===== src/rtl/seven_seg_scan_ctrl.sv =====
// Time-multiplexed four-digit 7-segment scan controller with shadowed value load,
// per-slot anode guard band and optional leading-zero blanking.
//
// state | meaning
// S0    | digit 0 (rightmost) selected
// S1    | digit 1 selected
// S2    | digit 2 selected
// S3    | digit 3 selected; frame wraps at the end of this slot
module seven_seg_scan_ctrl #(
    parameter int REFRESH_DIV = 50000,
    parameter int GUARD       = 4
) (
    input  logic        clk,
    input  logic        rst_n,
    input  logic        load,
    input  logic [15:0] value,
    input  logic [3:0]  dp_in,
    input  logic        lz_en,
    output logic [3:0]  x,
    output logic [3:0]  an,
    output logic        dp,
    output logic        pending,
    output logic        frame_tick
);

    localparam int PW = (REFRESH_DIV > 1) ? $clog2(REFRESH_DIV) : 1;
    localparam logic [PW-1:0] PRE_LAST = PW'(REFRESH_DIV - 1);

    localparam logic [1:0] S0 = 2'd0;
    localparam logic [1:0] S1 = 2'd1;
    localparam logic [1:0] S2 = 2'd2;
    localparam logic [1:0] S3 = 2'd3;

    generate
        if (REFRESH_DIV < 2) begin : g_bad_div
            $error("REFRESH_DIV must be at least 2");
        end
        if (GUARD < 0 || GUARD >= REFRESH_DIV) begin : g_bad_guard
            $error("GUARD must satisfy 0 <= GUARD < REFRESH_DIV");
        end
    endgenerate

    logic [PW-1:0] pre;
    logic [1:0]    slot;
    logic [15:0]   display;
    logic [3:0]    dp_reg;
    logic [15:0]   shadow_val;
    logic [3:0]    shadow_dp;

    logic slot_end;
    logic frame_wrap;
    logic guard_active;
    logic [3:0] lz_blank;

    assign slot_end   = (pre == PRE_LAST);
    assign frame_wrap = slot_end && (slot == S3);

    always_ff @(posedge clk) begin
        if (!rst_n) begin
            pre <= '0;
        end else if (slot_end) begin
            pre <= '0;
        end else begin
            pre <= pre + 1'b1;
        end
    end

    always_ff @(posedge clk) begin
        if (!rst_n) begin
            slot <= S0;
        end else if (slot_end) begin
            case (slot)
                S0:      slot <= S1;
                S1:      slot <= S2;
                S2:      slot <= S3;
                default: slot <= S0;
            endcase
        end
    end

    // A load coinciding with the frame wrap bypasses the shadow so it is not delayed a frame.
    always_ff @(posedge clk) begin
        if (!rst_n) begin
            display    <= '0;
            dp_reg     <= '0;
            shadow_val <= '0;
            shadow_dp  <= '0;
            pending    <= 1'b0;
        end else if (load && frame_wrap) begin
            display    <= value;
            dp_reg     <= dp_in;
            shadow_val <= value;
            shadow_dp  <= dp_in;
            pending    <= 1'b0;
        end else if (load) begin
            shadow_val <= value;
            shadow_dp  <= dp_in;
            pending    <= 1'b1;
        end else if (frame_wrap && pending) begin
            display    <= shadow_val;
            dp_reg     <= shadow_dp;
            pending    <= 1'b0;
        end
    end

    generate
        if (GUARD > 0) begin : g_guard
            localparam logic [PW-1:0] GUARD_LAST = PW'(GUARD);
            assign guard_active = (pre < GUARD_LAST);
        end else begin : g_no_guard
            assign guard_active = 1'b0;
        end
    endgenerate

    // Digit 0 is never blanked so a zero value still shows a single 0.
    always_comb begin
        lz_blank = 4'b0000;
        if (lz_en) begin
            lz_blank[3] = (display[15:12] == 4'h0);
            lz_blank[2] = lz_blank[3] && (display[11:8] == 4'h0);
            lz_blank[1] = lz_blank[2] && (display[7:4] == 4'h0);
        end
    end

    always_comb begin
        case (slot)
            S0:      x = display[3:0];
            S1:      x = display[7:4];
            S2:      x = display[11:8];
            default: x = display[15:12];
        endcase
    end

    always_comb begin
        an = 4'b1111;
        if (!guard_active && !lz_blank[slot]) begin
            an[slot] = 1'b0;
        end
    end

    assign dp         = an[slot] ? 1'b1 : ~dp_reg[slot];
    assign frame_tick = frame_wrap;

endmodule


===== config.mk =====
export PLATFORM = sky130hd
export DESIGN_NAME = seven_seg_scan_ctrl
export DESIGN_NICKNAME = d
export VERILOG_FILES = /design/src/rtl/seven_seg_scan_ctrl.sv
export SDC_FILE = /design/constraint.sdc
export NUM_CORES = 1
export LEC_CHECK = 0
export CAP_MARGIN = 5
export CORE_MARGIN = 2
export CORE_UTILIZATION = 60
export DETAILED_ROUTE_END_ITERATION = 6
export PLACE_DENSITY = 0.84
export SKIP_LAST_GASP = 1
export SLEW_MARGIN = 20
export SYNTH_ARGS = -nofsm -noshare
export SYNTH_HDL_FRONTEND = slang
export SYNTH_SLANG_ARGS = --single-unit

===== constraint.sdc =====
create_clock -name clk -period 4.86 [get_ports clk]
set_input_delay 0.972 -clock clk [delete_from_list [all_inputs] [get_ports clk]]
set_output_delay 0.972 -clock clk [all_outputs]
set_load 0.02 [all_outputs]

==> results of run 1 <==
## worst paths after layout
kind         startpoint           to  slack (ns)  cells past startpoint
max               lz_en           dp        1.30                      6
min              pre[0]       pre[0]        0.45                      1
max reg2reg      pre[0]  display[11]        2.46                      7
min reg2reg      pre[0]       pre[0]        0.45                      1
## cells in the final DEF (no fill, tap or decap), drive strengths merged, types with 2 or more instances in the layout
cell,count
nor3b,5
a21boi,2
clkdlybuf4s50,33
nor2b,25
clkbuf,11
and2,2
mux2i,24
o21a,15
xor2,5
nor4,5
bufinv,2
ha,6
o211a,5
buf,5
a222oi,4
o21ai,8
and3,4
a31oi,16
nor3,5
nor2,37
nand2,16
nand4,2
clkinv,3
dfxtp,59
o221a,15
xnor2,9
inv,22
nand3,11
o211ai,2
## worst reg2reg max path, cell delays in order, from the launching register on
cell and delay, ns:
dfxtp_1 0.35, ha_1 0.23, nand3_1 0.13, nor3_1 0.55
and2_1 0.28, buf_4 0.35, a31oi_1 0.16, o221a_1 0.24
## report_power, final
group / internal [mW] / leakage (nW) / switching (mW)
clock network: 0.314 / 0.119 / 0.197
logic: 0.0436 / 0.771 / 0.0427
registers: 0.496 / 0.480 / 0.00668
total: 0.853 / 1.37 / 0.246
## layer usage
metal | wire length [um] | vias to the layer above
met5 | 0 | -
met4 | 64 | 0
met3 | 312 | 8
met2 | 2940 | 58
met1 | 2920 | 1159
li1 | - | 1230
## metrics by stage
stage	instance area [um^2]	hold slack (ns)	setup slack (ns)
floorplan	2990	0.413	2.27
global placement	3320	0.423	1.30
detailed placement	3320	0.438	1.29
CTS	3550	0.449	1.27
global route	3550	0.473	1.18
finish	3550	0.447	1.30
## layout make-up
| class | instances | area [um^2] |
|---|---|---|
| fillers | 380 | 1210 |
| inverters | 22 | 82.6 |
| multi-input cells | 229 | 1610 |
| flip-flops and latches | 59 | 1180 |
| clock buffers | 11 | 151 |
| well taps | 67 | 83.8 |
| repair buffers | 38 | 365 |
| clock inverters | 5 | 75.1 |
## cell families after synthesis
logic type	Yosys count
and+or+nand+nor	116
muxes	24
AOI/OAI and AO/OA	69
xor gates and xnor gates	14
adders and majority gates	6
DFF	59
buffers and inverters	44
==> out/metrics.csv, run 1 <==
stage,metric,value,unit
clock_tree,cts_sinks,59,
cells_and_area,drive_gt1_share,6.87,%
placement,place_hpwl,4.09,mm
synth,ys_top_cells_by_count,"dfxtp_1, nor2_1, nor2b_1",
worst_setup_path,worst_path_max_delay_cell,clkdlybuf4s50_1,
synth,synth-edff-count,0,
clock_tree,cts-root-buf,clkbuf_8,
route,routed_via_density,5.70,
route,ant_nets,0,
power,cellLeakagePower,1.37,nW
synth,synthCells,332,
synth,synth-compound-area-share,18.7,%
clock_tree,post_cts_resized,0,
placement,io_buffers,34,
timing,setup_tns,0,ns
worst_setup_path,cp_slowest_stage_delay,0.56,ns
power,ir_drop,0.000239,V
placement,gp_congestion,0.814,
clock_tree,clk_latency,0.34,ns
grt,grt_usage,25.2,%
grt,use_met3,10.0,%
synth,synth_fp_nets,362,
grt,grt_pass1_wl,10.5,mm
grt,met1_usage,31.3,%
cells_and_area,top_regs,"display x16, pre x16, shadow_val x16",
cells_and_area,nets,389,
cells_and_area,syn_to_final_growth,18.6,%
timing,worst_slew_pin_slew,0.977,ns
synth,synth_top_area_cell,dfxtp_1,
floorplanning,initial_core_util,62.9,%
worst_setup_path,startpoint_type,input port,
power,p_total,1.10,mW
grt,first_global_vias,2304,
grt,use_met2,40.2,%
synth,synth-simple-area-share,20.4,%
timing,relSlewSlack,34.7,%
synth,synth.cell_area,2990,um^2
power,power_density,310,nW/um^2
timing,setup_violations,0,
timing,finalHoldViolCount,0,
route,vias,2455,
floorplanning,die_h,74.6,um
grt,grt_max_degree,49,
floorplanning,row_count,25,
clock_tree,cts_buffer_depth,2,
grt,gr-max-usage-layer,met2,
synth,synth.distinct_cells,40,
timing,rsz0062_at_grt,false,
worst_hold_path,hp-class,reg -> reg,
floorplanning,io_pins,35,
timing,clock.fmax,281,MHz
worst_setup_path,cp_cell_sequence,clkdlybuf4s50_1 -> nand3_1 -> a21oi_1 -> a31oi_1 -> o211ai_1 -> clkdlybuf4s50_1,
route,drt_iter0_markers,178,
grt,antenna_found_initial,0,
grt,grt-ovfl-total,0,
placement,placed_cells,415,
clock_tree,cts_buffers,9,
synth,yosysSeqAreaShare,39.5,%
worst_setup_path,cp.arrival,2.59,ns
synth,synth_fa_ha_area_share,2.51,%
floorplanning,core,4750,um^2
cells_and_area,n_antenna_cell,0,
timing,drv_slew,0,
worst_setup_path,path_class,in -> out,
clock_tree,cts_hold_buffers,0,
worst_setup_path,cp_top_family,buffers and inverters,
cells_and_area,instances_no_fill,431,
timing,fin_crit,3.56,ns
clock_tree,cts_tree,yes,
clock_tree,cts_max_level,3,
synth,synth_top_family_by_area,simple AND/OR/NAND/NOR gates,
route,routed_wl,6.25,mm
synth,muxShareOfSynthArea,8.03,%
worst_setup_path,crit_required,3.89,ns
synth,synth.avg_cell_area,9.01,um^2
worst_setup_path,cpMostUsedCell,clkdlybuf4s50_1,
worst_setup_path,cp_max_fo,5,
route,drt_first_pass_iters,5,
synth,synth_xor_area_share,4.10,%
cells_and_area,fin_util,74.6,%
synth,async_flop_share,0,%
synth,synthFlopType,dfxtp_1,
outcome,status,completed,
timing,fin_crit_sh,73.3,%
run,max_cap_viol_count,0,
route,post_drt_wl_per_cell,14.5,um
clock_tree,cts_setup_buffers,0,
synth,synth_area_leaders,"dfxtp_1, mux2i_1, o221a_1",
synth,yosysMostFrequentCell,dfxtp_1,
floorplanning,die-width,74.6,um
timing,fin_skew,0.00700,ns
route,route.detailed.drc,0,
clock_tree,clk_pin_slew,0.07,ns
synth,ys_warn_count,0,
synth,synth_seq_cells,59,
synth,synth_top_area_share,39.5,%
floorplanning,dieArea,5560,um^2
worst_setup_path,cp_num_buf_inv,2,
worst_setup_path,critPathCaptureType,output pin,
Power figures use the tool's default switching activity.
==> inputs of run 2 (changes only) <==
--- a/config.mk
+++ b/config.mk
@@ -7,9 +7,9 @@
 export LEC_CHECK = 0
 export CAP_MARGIN = 5
 export CORE_MARGIN = 2
-export CORE_UTILIZATION = 60
+export CORE_UTILIZATION = 50
 export DETAILED_ROUTE_END_ITERATION = 6
-export PLACE_DENSITY = 0.84
+export PLACE_DENSITY = 0.74
 export SKIP_LAST_GASP = 1
 export SLEW_MARGIN = 20
 export SYNTH_ARGS = -nofsm -noshare
==> constraint.sdc (replaced) <==
create_clock -name clk -period 3 [get_ports clk]
set_input_delay 0.6 -clock clk [delete_from_list [all_inputs] [get_ports clk]]
set_output_delay 0.6 -clock clk [all_outputs]
set_load 0.02 [all_outputs]
==> run 2 against run 1 <==
  * First-iteration DRC count fell by 39%
  * Wire length rose by 0.88%
  * Die area rose by 19%
  * Critical path type is now reg -> out
  * Core utilization fell by 14 points
  * Clock power rose by 41%
  * Critical endpoint is now x[0]
  * Clock-buffer cell count did not move
  * Cell count rose by 2.6%
==> out/metrics.csv, run 2 (synthesis results as in run 1) <==
stage,metric,value,unit,change
outcome,status,completed,,unchanged
worst_setup_path,worst_path_max_delay_cell,clkdlybuf4s50_1,,unchanged
timing,fin_crit,2.84,ns,
power,power_density,469,nW/um^2,was 310 nW/um^2
timing,fin_skew,0.00703,ns,was 0.00700 ns
timing,relSlewSlack,61.3,%,was 34.7%
worst_setup_path,path_class,reg -> out,,was in -> out
placement,io_buffers,34,,unchanged
timing,setup_violations,0,,unchanged
worst_setup_path,critPathCaptureType,output pin,,unchanged
grt,grt_max_degree,48,,was 49
cells_and_area,syn_to_final_growth,19.3,%,was 18.6%
timing,finalHoldViolCount,0,,unchanged
run,max_cap_viol_count,0,,unchanged
route,routed_via_density,5.52,,was 5.70
timing,setup_ws,0.157,ns,was 1.30 ns
clock_tree,cts_hold_buffers,0,,unchanged
worst_setup_path,crit_start,slot[0],,was lz_en
grt,antenna_found_initial,0,,unchanged
power,ir_drop,0.000371,V,was 0.000239 V
floorplanning,io_pins,35,,unchanged
power,p_total,1.67,mW,was 1.10 mW
clock_tree,cts-root-buf,clkbuf_8,,unchanged
worst_setup_path,cp_max_fo,11,,was 5
clock_tree,cts_setup_buffers,0,,unchanged
floorplanning,die_h,81.3,um,was 74.6 um
timing,clock.fmax,352,MHz,
floorplanning,row_count,28,,was 25
floorplanning,die-width,81.3,um,was 74.6 um
cells_and_area,fin_util,61.0,%,was 74.6%
timing,drv_slew,0,,unchanged
worst_setup_path,cp_num_buf_inv,2,,unchanged
clock_tree,cts_buffers,9,,unchanged
grt,grt-ovfl-total,0,,unchanged
worst_hold_path,min_from,pre[0],,unchanged
worst_setup_path,cp_cell_sequence,inv_1 -> ha_1 -> a222oi_1 -> mux2i_1 -> clkdlybuf4s50_1,,was clkdlybuf4s50_1 -> nand3_1 -> a21oi_1 -> a31oi_1 -> o211ai_1 -> clkdlybuf4s50_1
floorplanning,core,5850,um^2,was 4750 um^2
cells_and_area,top_regs,"display x16, pre x16, shadow_val x16",,unchanged
cells_and_area,n_antenna_cell,0,,unchanged
clock_tree,clk_latency,0.34,ns,about the same
worst_setup_path,cp_top_family,buffers and inverters,,unchanged
floorplanning,dieArea,6620,um^2,was 5560 um^2
placement,place_hpwl,4.18,mm,was 4.09 mm
grt,first_global_vias,2208,,was 2304
grt,grt_usage,21.1,%,was 25.2%
placement,gp_congestion,0.874,,was 0.814
worst_hold_path,hp-class,reg -> reg,,unchanged
worst_setup_path,startpoint_type,register,,was input port
timing,holdWs,0.442,ns,was 0.447 ns
clock_tree,clk_pin_slew,0.07,ns,about the same
clock_tree,cts_sinks,59,,unchanged
route,routed_wl,6.30,mm,was 6.25 mm
floorplanning,initial_core_util,51.1,%,was 62.9%
cells_and_area,final_common_cell,dfxtp_1,,unchanged
cells_and_area,nets,392,,was 389
worst_setup_path,regToRegStartpoint,pre[13],,was pre[0]
worst_setup_path,crit_required,2.40,ns,was 3.89 ns
route,vias,2439,,was 2455
power,cellLeakagePower,1.40,nW,was 1.37 nW
clock_tree,cts_buffer_depth,2,,unchanged
cells_and_area,drive_gt1_share,7.90,%,was 6.87%
placement,preCtsSetupSlack,0.154,ns,was 1.29 ns
timing,setup_tns,0,ns,unchanged
route,drt_first_pass_iters,4,,was 5
route,drt_iter0_markers,108,,was 178
route,ant_nets,0,,unchanged
clock_tree,cts_tree,yes,,unchanged
grt,grt_pass1_wl,10.6,mm,was 10.5 mm
timing,rsz0062_at_grt,false,,unchanged
clock_tree,cts_max_level,3,,unchanged
cells_and_area,final_cell_mix,"dfxtp_1, nor2_1, clkdlybuf4s50_1, nor2b_1, mux2i_1",,unchanged
route,post_drt_wl_per_cell,14.3,um,was 14.5 um
timing,fin_crit_sh,94.8,%,
worst_setup_path,cp_slowest_stage_delay,0.55,ns,was 0.56 ns
route,route.detailed.drc,0,,unchanged
worst_setup_path,cp.arrival,2.24,ns,was 2.59 ns
timing,worst_slew_pin_slew,0.581,ns,was 0.977 ns
run 2: changes by cell type in the layout (fill, tap and decap cells not counted), sizes merged:
| cell | before | now |
|---|---|---|
| clkdlybuf4s50 | 33 | 26 |
| dlymetal6s2s | 0 | 6 |
| buf | 5 | 8 |
| bufinv | 2 | 1 |
| clkinvlp | 0 | 1 |
| dlygate4sd2 | 0 | 1 |
run 2: cell type report:
type                    instances  area, um^2
repair buffers                 41         402
clock buffers                  11         141
well taps                      75        93.8
multi-input cells             229        1610
flip-flops and latches         59        1180
inverters                      22        82.6
fillers                       498        2280
clock inverters                 5        52.6
run 2: repair_timing:
action,in CTS,in global routing
endpoints found under the setup margin,2,6
hold endpoints to repair,0,0
gates resized for setup,2,7
run 2: worst paths after layout:
| kind | slack (ns) | to | depth (start not counted) |
|---|---|---|---|
| min | 0.44 | pre[0] | 1 |
| max reg2reg | 0.78 | display[10] | 6 |
| min reg2reg | 0.44 | pre[0] | 1 |
| max | 0.16 | x[0] | 5 |
run 2: through the flow:
step	instances	area (um^2)
2_1_floorplan	332	2990
3_3_place_gp	426	3350
3_5_place_dp	426	3350
4_1_cts	442	3550
5_1_grt	442	3570
6_report	442	3570
run 2: power by group:
group,switching (mW),internal (mW)
logic,0.0687,0.0715
registers,0.0105,0.804
clock network,0.318,0.402
run 2: metal layers:
layer	up-vias	GRT usage, %	part of all wire (%)
met5	-	0	0
met4	0	7.46	1.3
met3	9	6.00	4.0
li1	1228	-	-
met1	1160	27.6	48
met2	42	33.0	46
==> RTL edit (settings of run 2) <==
The parameter `REFRESH_DIV` goes from 50000 to 25000.
--- a/src/rtl/seven_seg_scan_ctrl.sv
+++ b/src/rtl/seven_seg_scan_ctrl.sv
@@ -7,7 +7,7 @@
 // S2    | digit 2 selected
 // S3    | digit 3 selected; frame wraps at the end of this slot
 module seven_seg_scan_ctrl #(
-    parameter int REFRESH_DIV = 50000,
+    parameter int REFRESH_DIV = 25000,
     parameter int GUARD       = 4
 ) (
     input  logic        clk,
Behaviour: same outputs for any inputs over 10 cycles, from zero or initial values and one cycle with rst_n low; that may be too few to reach the edited logic, so the function may still have changed.
==> RTL edit against run 2 <==
Routed wire length shrank 10%; cell area is 6.2% lower; maximum frequency up 0.38%; clock skew fell by 1.6 ps; area after synthesis shrank 6.2%; sequential power is 1% lower; total power shrank 7.8%; sequential share of layout area rose by 1.6 points; sequential cell count is 1 lower; cell count shrank 6.6%; worst setup slack improved by 11 ps; largest cell class unchanged.
==> RTL edit: results (changes against run 2) <==
----------------------------------------------------
[STA]
  Maximum clock skew at final layout ... 5.38 ps (-1.65 ps)
  Min Clock Period, post-route ... 2830 ps (-10.7 ps)
  Worst hold slack ... 484 ps (+42.3 ps)
  Worst max-slew margin expressed relative to the limit ... 68.1% (+6.8 points)

[Worst setup path]
  Critical path peak fanout ... 9 (-2)
  Setup slack of the worst register-to-register path ... 1180 ps (+400 ps)

[Global routing]
  First-pass GRT wire length ... 9.32 mm (-12%)
  Number of global-route vias before repair ... 1981 (-10%)
  Fraction of met3 tracks used by global routing ... 5.57% (-0.43 points)
  Met1 usage in global routing ... 26.7% (-0.99 points)
  Combined global-route utilization of all metal layers ... 19.1% (-1.9 points)
  Largest net degree at the start of global routing ... 45 (-6.3%)

[Power]
  Peak supply drop ... 0.304 mV (-18%)
  Static Leakage ... 1.26 nW (-9.9%)
  Internal power consumption ... 1.20 mW (-6.2%)

[Synth]
  Cell count after synthesis ... 307 (-7.5%)
  Mapped Nets ... 337 (-6.9%)
  Number of library cell types mapped by synthesis ... 36 (-10%)
  Top cell types by occurrence after synthesis ... sky130_fd_sc_hd__dfxtp_1 (58), sky130_fd_sc_hd__nand2_1 (33), sky130_fd_sc_hd__mux2i_1 (25)
  Fraction of the yosys area taken by sequential cells ... 41.4% (+1.9 points)

[Layout]
  Final standard cell area without fillers ... 3350 um^2 (-6.2%)
  Count of non-filler cells in the finished layout ... 413 (-6.6%)
  Count of clock-net buffers in the final layout ... 13 (+2)
  Share of layout cells above drive strength 1 ... 7.62% (-0.28 points)
  Filler instances ... 528 (+6.0%)
  Final non-clock buffer share ... 11.6% (+0.33 points)
  Sequential cell area ... 1160 um^2 (-1.7%)
  Non-clock inverter total of the final layout ... 9 (-59%)
  Clock network area share ... 4.75% (-0.69 points)
  Final net count ... 369 (-5.9%)
  Biggest registers after layout ... display: 16 flops, shadow_val: 16 flops, pre: 15 flops
  Fraction of area in multi-input gates ... 45.2% (about the same)

[Route]
  Wire length on met1 ... 2.71 mm (-11%)
  Number of DRC markers in iteration 0 ... 112 (+3.7%)
  Met2 Wirelength ... 2.69 mm (-7.8%)
  Average wire per standard cell ... 13.7 um (-3.7%)
  Vias per std cell ... 5.46 (-1.1%)
  DR WL met3 ... 211 um (-16%)

[Place]
  Last weighted congestion value of the routability-driven placer ... 0.810 (-7.3%)
  Inst Count DP ... 400 (-6.1%)
  Post-Place Setup Slack ... 227 ps (+73.6 ps)
  DP Wirelength ... 3.92 mm (-6.4%)

[Die]
  Number of well-tap cells placed ... 72 (-4.0%)

[Clock tree]
  Maximum level of the CTS H-tree ... 3 (unchanged)
  Worst-skew pair later-pin latency ... 320 ps (-20 ps)
  Number of gates resized after cts ... 0 (-2)

[Outcome]
  Status ... completed

----------------------------------------------------
RTL edit: power by group through the flow:
| stage | combinational, mW | sequential (mW) | clock (mW) |
|---|---|---|---|
| finish | 0.135 | 0.804 | 0.604 |
| global route | 0.149 | 0.806 | 0.661 |
| CTS | 0.137 | 0.804 | 0.620 |
| detailed placement | 0.136 | 0.821 | 0 |
| global placement | 0.134 | 0.819 | 0 |
| floorplan | 0.0832 | 0.819 | 0 |
RTL edit: cells by family after synthesis:
group                    after synthesis  synth area share [%]
AND/OR/NAND/NOR                      105                  19.7
AO/OA/AOI/OAI                         71                  18.3
flip-flops                            58                  41.4
buffers and inverters                 29                  4.86
multiplexers                          25                  8.92
XOR/XNOR                              13                  4.06
adder cells (fa/ha/maj)                6                  2.68
RTL edit: final timing paths:
kind / depth (start not counted) / end / from
max: 5 / x[1] / slot[1]
max reg2reg: 7 / display[5] / slot[1]
min reg2reg: 2 / dp_reg[2] / dp_reg[2]
min: 2 / dp_reg[2] / dp_reg[2]
